--- src/rtl/hazard_stall_unit.sv ---
// Pipeline hold/bubble/flush control for load-use and branch-register hazards
// and I/D-cache misses, with a miss watchdog and a saturating stall counter.
module hazard_stall_unit #(
  parameter int unsigned CNT_W   = 16,
  parameter int unsigned TIMEOUT = 255
) (
  input  logic             clk,
  input  logic             rst_n,
  input  logic [3:0]       if_id_rs,
  input  logic [3:0]       if_id_rt,
  input  logic             if_id_uses_rt,
  input  logic             if_id_branch_reg,
  input  logic             if_id_branch_taken,
  input  logic [3:0]       id_ex_rd,
  input  logic             id_ex_write_reg,
  input  logic             id_ex_mem_read,
  input  logic [3:0]       ex_mem_rd,
  input  logic             ex_mem_write_reg,
  input  logic             ex_mem_mem_read,
  input  logic             imiss_req,
  input  logic             imiss_done,
  input  logic             dmiss_req,
  input  logic             dmiss_done,
  output logic             pc_we,
  output logic             if_id_we,
  output logic             if_id_bubble,
  output logic             if_id_flush,
  output logic             id_ex_bubble,
  output logic             pipe_freeze,
  output logic [CNT_W-1:0] stall_cycles,
  output logic             miss_err
);

  localparam int unsigned WDOG_W = (TIMEOUT < 2) ? 1 : $clog2(TIMEOUT + 1);

  typedef enum logic [1:0] {
    RUN   = 2'd0,
    IMISS = 2'd1,
    DMISS = 2'd2
  } state_e;

  state_e            state_q, state_d;
  logic [WDOG_W-1:0] wdog_q, wdog_d;
  logic              imiss_pend_q, imiss_pend_d;
  logic [CNT_W-1:0]  stall_q, stall_d;
  logic              miss_err_q, miss_err_d;
  logic              lu, brh, hz;

  // Register 0 is hardwired, so it never creates a dependency.
  assign lu  = id_ex_mem_read & id_ex_write_reg & (id_ex_rd != 4'd0) &
               ((id_ex_rd == if_id_rs) | (if_id_uses_rt & (id_ex_rd == if_id_rt)));
  assign brh = if_id_branch_reg & (if_id_rs != 4'd0) &
               ((id_ex_write_reg & (id_ex_rd == if_id_rs)) |
                (ex_mem_write_reg & ex_mem_mem_read & (ex_mem_rd == if_id_rs)));
  assign hz  = lu | brh;

  // Miss sequencing: a D-miss preempts an I-miss and the I-miss resumes afterwards.
  always_comb begin
    state_d      = state_q;
    imiss_pend_d = imiss_pend_q;
    case (state_q)
      RUN: begin
        if (dmiss_req)      state_d = DMISS;
        else if (imiss_req) state_d = IMISS;
      end
      IMISS: begin
        if (dmiss_req) begin
          state_d      = DMISS;
          imiss_pend_d = ~imiss_done;
        end else if (imiss_done) begin
          state_d = RUN;
        end
      end
      DMISS: begin
        if (dmiss_done) begin
          state_d      = (imiss_pend_q | imiss_req) ? IMISS : RUN;
          imiss_pend_d = 1'b0;
        end
      end
      default: state_d = RUN;
    endcase
  end

  // Mealy pipeline controls; everything is held low while in reset.
  always_comb begin
    pc_we        = 1'b0;
    if_id_we     = 1'b0;
    if_id_bubble = 1'b0;
    if_id_flush  = 1'b0;
    id_ex_bubble = 1'b0;
    pipe_freeze  = 1'b0;
    if (rst_n) begin
      case (state_q)
        RUN: begin
          if (hz) begin
            id_ex_bubble = 1'b1;
          end else begin
            pc_we       = 1'b1;
            if_id_we    = 1'b1;
            if_id_flush = if_id_branch_taken;
          end
        end
        IMISS: begin
          if_id_bubble = ~hz;
          if_id_we     = ~hz;
          id_ex_bubble = hz;
        end
        DMISS:   pipe_freeze = 1'b1;
        default: pipe_freeze = 1'b0;
      endcase
    end
  end

  // Watchdog restarts on every state change and saturates at TIMEOUT.
  always_comb begin
    wdog_d     = wdog_q;
    miss_err_d = miss_err_q;
    stall_d    = stall_q;
    if (state_d != state_q) begin
      wdog_d = '0;
    end else if ((state_q != RUN) && (wdog_q != WDOG_W'(TIMEOUT))) begin
      wdog_d = wdog_q + WDOG_W'(1);
    end
    if ((state_q != RUN) && (wdog_q == WDOG_W'(TIMEOUT))) begin
      miss_err_d = 1'b1;
    end
    if (!pc_we && (stall_q != {CNT_W{1'b1}})) begin
      stall_d = stall_q + CNT_W'(1);
    end
  end

  always_ff @(posedge clk or negedge rst_n) begin
    if (!rst_n) begin
      state_q      <= RUN;
      wdog_q       <= '0;
      imiss_pend_q <= 1'b0;
      stall_q      <= '0;
      miss_err_q   <= 1'b0;
    end else begin
      state_q      <= state_d;
      wdog_q       <= wdog_d;
      imiss_pend_q <= imiss_pend_d;
      stall_q      <= stall_d;
      miss_err_q   <= miss_err_d;
    end
  end

  assign stall_cycles = stall_q;
  assign miss_err     = miss_err_q;

endmodule
--- config.mk ---
export PLATFORM = sky130hd
export DESIGN_NAME = hazard_stall_unit
export DESIGN_NICKNAME = d
export VERILOG_FILES = /design/src/rtl/hazard_stall_unit.sv
export SDC_FILE = /design/constraint.sdc
export NUM_CORES = 1
export LEC_CHECK = 0
export BUFFER_PORTS_ARGS = -buffer_cell sky130_fd_sc_hd__buf_2
export CORE_MARGIN = 2
export CORE_UTILIZATION = 50
export DETAILED_ROUTE_END_ITERATION = 12
export PLACE_DENSITY = 0.75
export REMOVE_ABC_BUFFERS = 1
export SLEW_MARGIN = 5
export SYNTH_ARGS = -nofsm -noshare
export SYNTH_HDL_FRONTEND = slang
export SYNTH_SLANG_ARGS = --single-unit
--- constraint.sdc ---
create_clock -name clk -period 2.7 [get_ports clk]
set_input_delay 0.54 -clock clk [delete_from_list [all_inputs] [get_ports clk]]
set_output_delay 0.54 -clock clk [all_outputs]
set_load 0.01 [all_outputs]
==> flow_summary.json, run 1 <==
{
  "grt_pass1_wl_um": 6090,
  "clk_pin_slew_worst_paths_ns": 0.16,
  "synth_edf_count": 0,
  "cts_max_path_buffers": 2,
  "synth_most_common_cell": "dfrtp_1",
  "fin_ws_ns": 0.166,
  "first_pass_iters": 4,
  "timing.final.crit_share_pct": 93.9,
  "clk_latency_ns": 0.34,
  "synthCells": 170,
  "die_w_um": 61.8,
  "synth.area.top_cells": "dfrtp_1 42%, xor2_1 8.9%, xnor2_1 7.3%",
  "peakVddDrop_mv": 0.427,
  "worst-path-buf-inv": 2,
  "ys_seq_area_share_pct": 42.0,
  "async_flop_share_pct": 100,
  "antennaDiodeCount": 0,
  "cts.sinks": 28,
  "place_ws_ns": 0.151,
  "fmax_mhz": 395,
  "antenna_found_initial": 0,
  "status": "complete, no violations",
  "vias": 1487,
  "num_rows": 20,
  "crit_chain": "buf_2, o41a_1, nand4_1, o22ai_1, nor3_1, nand2_1, nor3_1, buf_2",
  "synth.largest_area_cell": "dfrtp_1",
  "slowest_delay_ns": 0.45,
  "p_per_area_mw_per_mm2": 701,
  "postCtsSetupRepairBufs": 0,
  "required_ns": 2.16,
  "yosys-top-cells-count": "28 x dfrtp_1, 17 x nand2_1, 17 x xor2_1",
  "drive_gt1_share_pct": 29.8,
  "track_usage_pct": 20.8,
  "syn-mean-instance-area_um2": 9.82,
  "wl_um": 3690,
  "die_area_mm2": 0.00382,
  "cts_inserted_buffers": 3,
  "drc": 0,
  "ios": 52,
  "ctsResizeCount": 0,
  "total_power_mw": 1.44,
  "hpwl_um": 2900,
  "port_buffers": 51,
  "path_max_fanout": 3,
  "critical_path_class": "in2out",
  "yosysUniqueCellTypes": 39,
  "cts_max_level": 1,
  "final_net_count": 260,
  "fin_crit_ns": 2.53,
  "hold_viol_final": 0,
  "final_cell_area_mm2": 0.00205,
  "syn2layout_area_growth_pct": 23.1,
  "synth_top_flop_cell": "dfrtp_1",
  "place_area_mm2": 0.00200,
  "min_path_type": "in2async",
  "postCtsHoldBufs": 0,
  "skew_ns": 0.00833,
  "drv_slew": 0,
  "max_cap_viol_count": 0,
  "finalSetupViolCount": 0,
  "ys_ff_latch": 28,
  "finalSetupTns_ns": 0,
  "cp-end-kind": "primary output",
  "final_util_pct": 66.2,
  "cts_root_buf": "clkbuf_4",
  "viasPerCell": 5.47,
  "fin_cells": 272,
  "die_h_um": 61.8,
  "antenna_left": 0,
  "tightest_slew_ns": 0.398,
  "p_leak_nw": 0.956,
  "dp_cells": 268,
  "critPathSlowestCell": "o41a_1",
  "start_kind": "primary input",
  "cp.arrival_ns": 1.99,
  "initial_core_util_pct": 53.8,
  "synth-warning-count": 0,
  "wl_per_cell_um": 13.5,
  "cts_tree": "yes",
  "holdWs_ns": 0.248,
  "crit_family": "simple AND/OR/NAND/NOR gates",
  "gp_congestion": 0.849,
  "synth_top_cell_area_share_pct": 42.0,
  "coreArea_mm2": 0.00310,
  "grt_overflow": 0,
  "drtIter0Drc": 78,
  "grt_pass1_vias": 1425,
  "maxSlewHeadroom_pct": 73.2,
  "synth_area_mm2": 0.00167,
  "grt_max_degree": 29,
  "rsz0062_at_grt": "no"
}
-- flip-flops by register name (all words and copies together) (netlist names) --
| register | flops |
|---|---|
| miss_err | 1 |
| wdog_q | 8 |
| stall_cycles | 16 |
| imiss_pend_q | 1 |
| state_q | 2 |
-- worst reg2reg max path, stage by stage, from the launching register on --
cell,delay [ns]
dfrtp_1,0.45
and3_1,0.19
nand3_1,0.18
or2_2,0.38
nor4b_1,0.35
mux2_1,0.35
-- kinds of logic (layout without fill, tap and decap cells) --
family / count (synthesis) / after routing / share of synthesized area, %
and+or+nand+nor: 82 / 82 / 27.2
xor gates and xnor gates: 31 / 31 / 16.3
DFF: 28 / 28 / 42.0
AOI/OAI and AO/OA: 14 / 14 / 7.12
buffers and inverters: 7 / 65 / 2.02
muxes: 6 / 6 / 3.90
adders and majority gates: 2 / 2 / 1.50
-- metal layers --
layer	track usage, %	part of all wire, %
met5	0	0
met4	6.99	1.1
met3	2.28	4.7
met2	35.5	49
met1	27.7	45
-- area by class of cell --
cell class | instances | area (um^2)
Clock inverter | 1 | 30.0
Multi-Input combinational cell | 135 | 935
Fill cell | 277 | 1050
Clock buffer | 3 | 22.5
Sequential cell | 28 | 701
Inverter | 5 | 18.8
Tap cell | 44 | 55.1
Timing Repair Buffer | 56 | 293
-- worst paths after layout --
| path | from | to | slack [ns] | cells after the start |
|---|---|---|---|---|
| setup / recovery | id_ex_rd[0] | if_id_bubble | 0.17 | 8 |
| hold / removal | rst_n | state_q[1]$_DFF_PN0_ | 0.25 | 2 |
| setup reg to reg | stall_cycles[2]$_DFFE_PN0P_ | stall_cycles[14]$_DFFE_PN0P_ | 0.69 | 5 |
| hold reg to reg | stall_cycles[8]$_DFFE_PN0P_ | stall_cycles[8]$_DFFE_PN0P_ | 0.49 | 1 |
| max in group asynchronous | rst_n | stall_cycles[10]$_DFFE_PN0P_ | 2.19 | 2 |
| min in group clk | dmiss_done | state_q[1]$_DFF_PN0_ | 0.41 | 2 |
-- where the power goes --
group | total, mW | internal, mW | switching, mW
logic | 0.497 | 0.230 | 0.267
clock network | 0.279 | 0.150 | 0.129
registers | 0.664 | 0.524 | 0.139
total | 1.44 | 0.905 | 0.535
-- cells in the final DEF, fill, tap and decap left out, drive strengths merged --
| cell type | n |
|---|---|
| bufinv | 1 |
| or4 | 1 |
| nor3b | 1 |
| xor2 | 17 |
| o21ai | 2 |
| and3 | 7 |
| mux2 | 4 |
| buf | 56 |
| xnor2 | 14 |
| mux2i | 2 |
| clkbuf | 3 |
| o22ai | 2 |
| a211oi | 1 |
| and4 | 1 |
| dfrtp | 28 |
| nand2 | 17 |
| o31ai | 1 |
| nand3 | 15 |
| inv | 5 |
| nand2b | 2 |
| nand4 | 1 |
| nor2 | 16 |
| nor4b | 2 |
| or2 | 1 |
| o21bai | 1 |
| o2111ai | 1 |
| nor3 | 9 |
| ha | 2 |
| nor4 | 7 |
| o32a | 1 |
| and2 | 2 |
| a21oi | 2 |
| o41ai | 1 |
| o41a | 1 |
| a31oi | 1 |
Note: power is estimated with default switching activity, not from simulation.
==> inputs of run 2 (changes only) <==
--- a/config.mk
+++ b/config.mk
@@ -10,7 +10,6 @@
 export CORE_UTILIZATION = 50
 export DETAILED_ROUTE_END_ITERATION = 12
 export PLACE_DENSITY = 0.75
-export REMOVE_ABC_BUFFERS = 1
 export SLEW_MARGIN = 5
 export SYNTH_ARGS = -nofsm -noshare
 export SYNTH_HDL_FRONTEND = slang
==> run 2 against run 1 <==
- die area is the same
- critical endpoint unchanged
- critical path type unchanged
- clock skew fell by 0.0042 ns
- core utilization unchanged
- count of clock-buffer cells in the layout unchanged
- sequential share of layout area is the same
- design area unchanged
- fmax rose by 0.29%
- largest power group unchanged
==> flow_summary.json, run 2 (synthesis gave the netlist of run 1 again) <==
{
  "status": "complete, no violations",
  "fin_ws_ns": 0.173,
  "port_buffers": 51,
  "hold_viol_final": 0,
  "largest_register_ffs": 16,
  "cp-end-kind": "primary output",
  "ctsResizeCount": 0,
  "final_net_count": 260,
  "place_ws_ns": 0.185,
  "wl_per_cell_um": 14.0,
  "grt_max_degree": 22,
  "required_ns": 2.16,
  "cts_max_path_buffers": 2,
  "fin_crit_ns": 2.53,
  "drtIter0Drc": 127,
  "antennaDiodeCount": 0,
  "rsz0062_at_grt": "no",
  "cts_max_level": 1,
  "layout_commonest_cell": "buf_2",
  "die_h_um": 61.8,
  "seqCellArea_um2": 701,
  "max_cap_viol_count": 0,
  "timing.final.crit_share_pct": 93.6,
  "coreArea_mm2": 0.00310,
  "clk_latency_ns": 0.33,
  "antenna_left": 0,
  "cts_inserted_buffers": 3,
  "cts.sinks": 28,
  "finalSetupTns_ns": 0,
  "antenna_found_initial": 0,
  "cts_root_buf": "clkbuf_4",
  "start_kind": "primary input",
  "cp.arrival_ns": 1.99,
  "drc": 0,
  "die_w_um": 61.8,
  "die_area_mm2": 0.00382,
  "postCtsHoldBufs": 0,
  "multiInputGateArea_um2": 935,
  "path_max_fanout": 3,
  "place_area_mm2": 0.00200,
  "viasPerCell": 5.41,
  "grt_pass1_vias": 1451,
  "first_pass_iters": 4,
  "ios": 52,
  "layout_common_cells": "51 x buf_2, 28 x dfrtp_1, 17 x nand2_1, 17 x xor2_1",
  "fmax_mhz": 396,
  "critical_path_class": "in2out",
  "final_cell_area_mm2": 0.00205,
  "fillers": 281,
  "min_path_type": "in2async",
  "wl_um": 3820,
  "finalSetupViolCount": 0,
  "syn2layout_area_growth_pct": 23.1,
  "r2r-start": "stall_cycles[2]$_DFFE_PN0P_",
  "worstRegToRegCells": 5,
  "vias": 1472,
  "drive_gt1_share_pct": 29.8,
  "num_rows": 20,
  "grt_overflow": 0,
  "grt_pass1_wl_um": 6220,
  "p_leak_nw": 0.956,
  "tightest_slew_ns": 0.371,
  "track_usage_pct": 22.1,
  "hpwl_um": 3080,
  "postCtsSetupRepairBufs": 0,
  "gp_congestion": 0.912,
  "initial_core_util_pct": 53.8,
  "p_per_area_mw_per_mm2": 698,
  "syn_nets": 201,
  "skew_ns": 0.00412,
  "startpoint": "id_ex_rd[0]",
  "peakVddDrop_mv": 0.331,
  "drv_slew": 0,
  "clk_pin_slew_worst_paths_ns": 0.15,
  "maxSlewHeadroom_pct": 75.0,
  "cts_tree": "yes"
}
## run 2: report_power, final
| part | internal [mW] | switching [mW] | total (mW) |
|---|---|---|---|
| Clock | 0.150 | 0.123 | 0.273 |
| Sequential | 0.524 | 0.142 | 0.667 |
| Combinational | 0.231 | 0.263 | 0.495 |
## run 2: area by class of cell
type / count / area share, %
multi-input combinational: 135 / 45.5
tap: 44 / 2.68
timing repair buffer: 56 / 14.3
clock inverter: 1 / 1.46
clock buffer: 3 / 1.10
sequential: 28 / 34.1
inverter: 5 / 0.914
## run 2: worst max-delay path: stages
cell and delay [ns]:
buf_2 0.13, o41a_1 0.44, nand4_1 0.11, o22ai_1 0.11
nor3_1 0.23, nand2_1 0.13, nor3_1 0.15, buf_2 0.16
## run 2: metrics by stage
stage / std cells / total power, mW / hold WS, ns / utilization (%)
global route: 272 / 1.54 / 0.0395 / 66.2
floorplan: 170 / 0.947 / 0.244 / -
global placement: 268 / 1.14 / 0.416 / 64.5
detailed placement: 268 / 1.17 / 0.426 / 64.5
finish: 272 / 1.43 / 0.0560 / 66.2
CTS: 272 / 1.45 / 0.0480 / 66.2
## run 2: final timing paths
check | to | slack (ns)
hold / removal | stall_cycles[1]$_DFFE_PN0P_ | 0.06
min in group clk | state_q[0]$_DFF_PN0_ | 0.44
setup / recovery | if_id_bubble | 0.17
setup reg to reg | stall_cycles[14]$_DFFE_PN0P_ | 0.71
hold reg to reg | miss_err$_DFFE_PN0P_ | 0.49
max in group asynchronous | stall_cycles[7]$_DFFE_PN0P_ | 2.10
## run 2: layer usage
metal	part of all wire [%]	wire length (um)	global-route usage, %	vias to the layer above
met1	40	1550	26.3	706
li1	-	-	-	717
met2	54	2060	40.0	43
met4	1.3	48	7.29	0
met3	4.1	158	4.35	6
met5	0	0	0	-
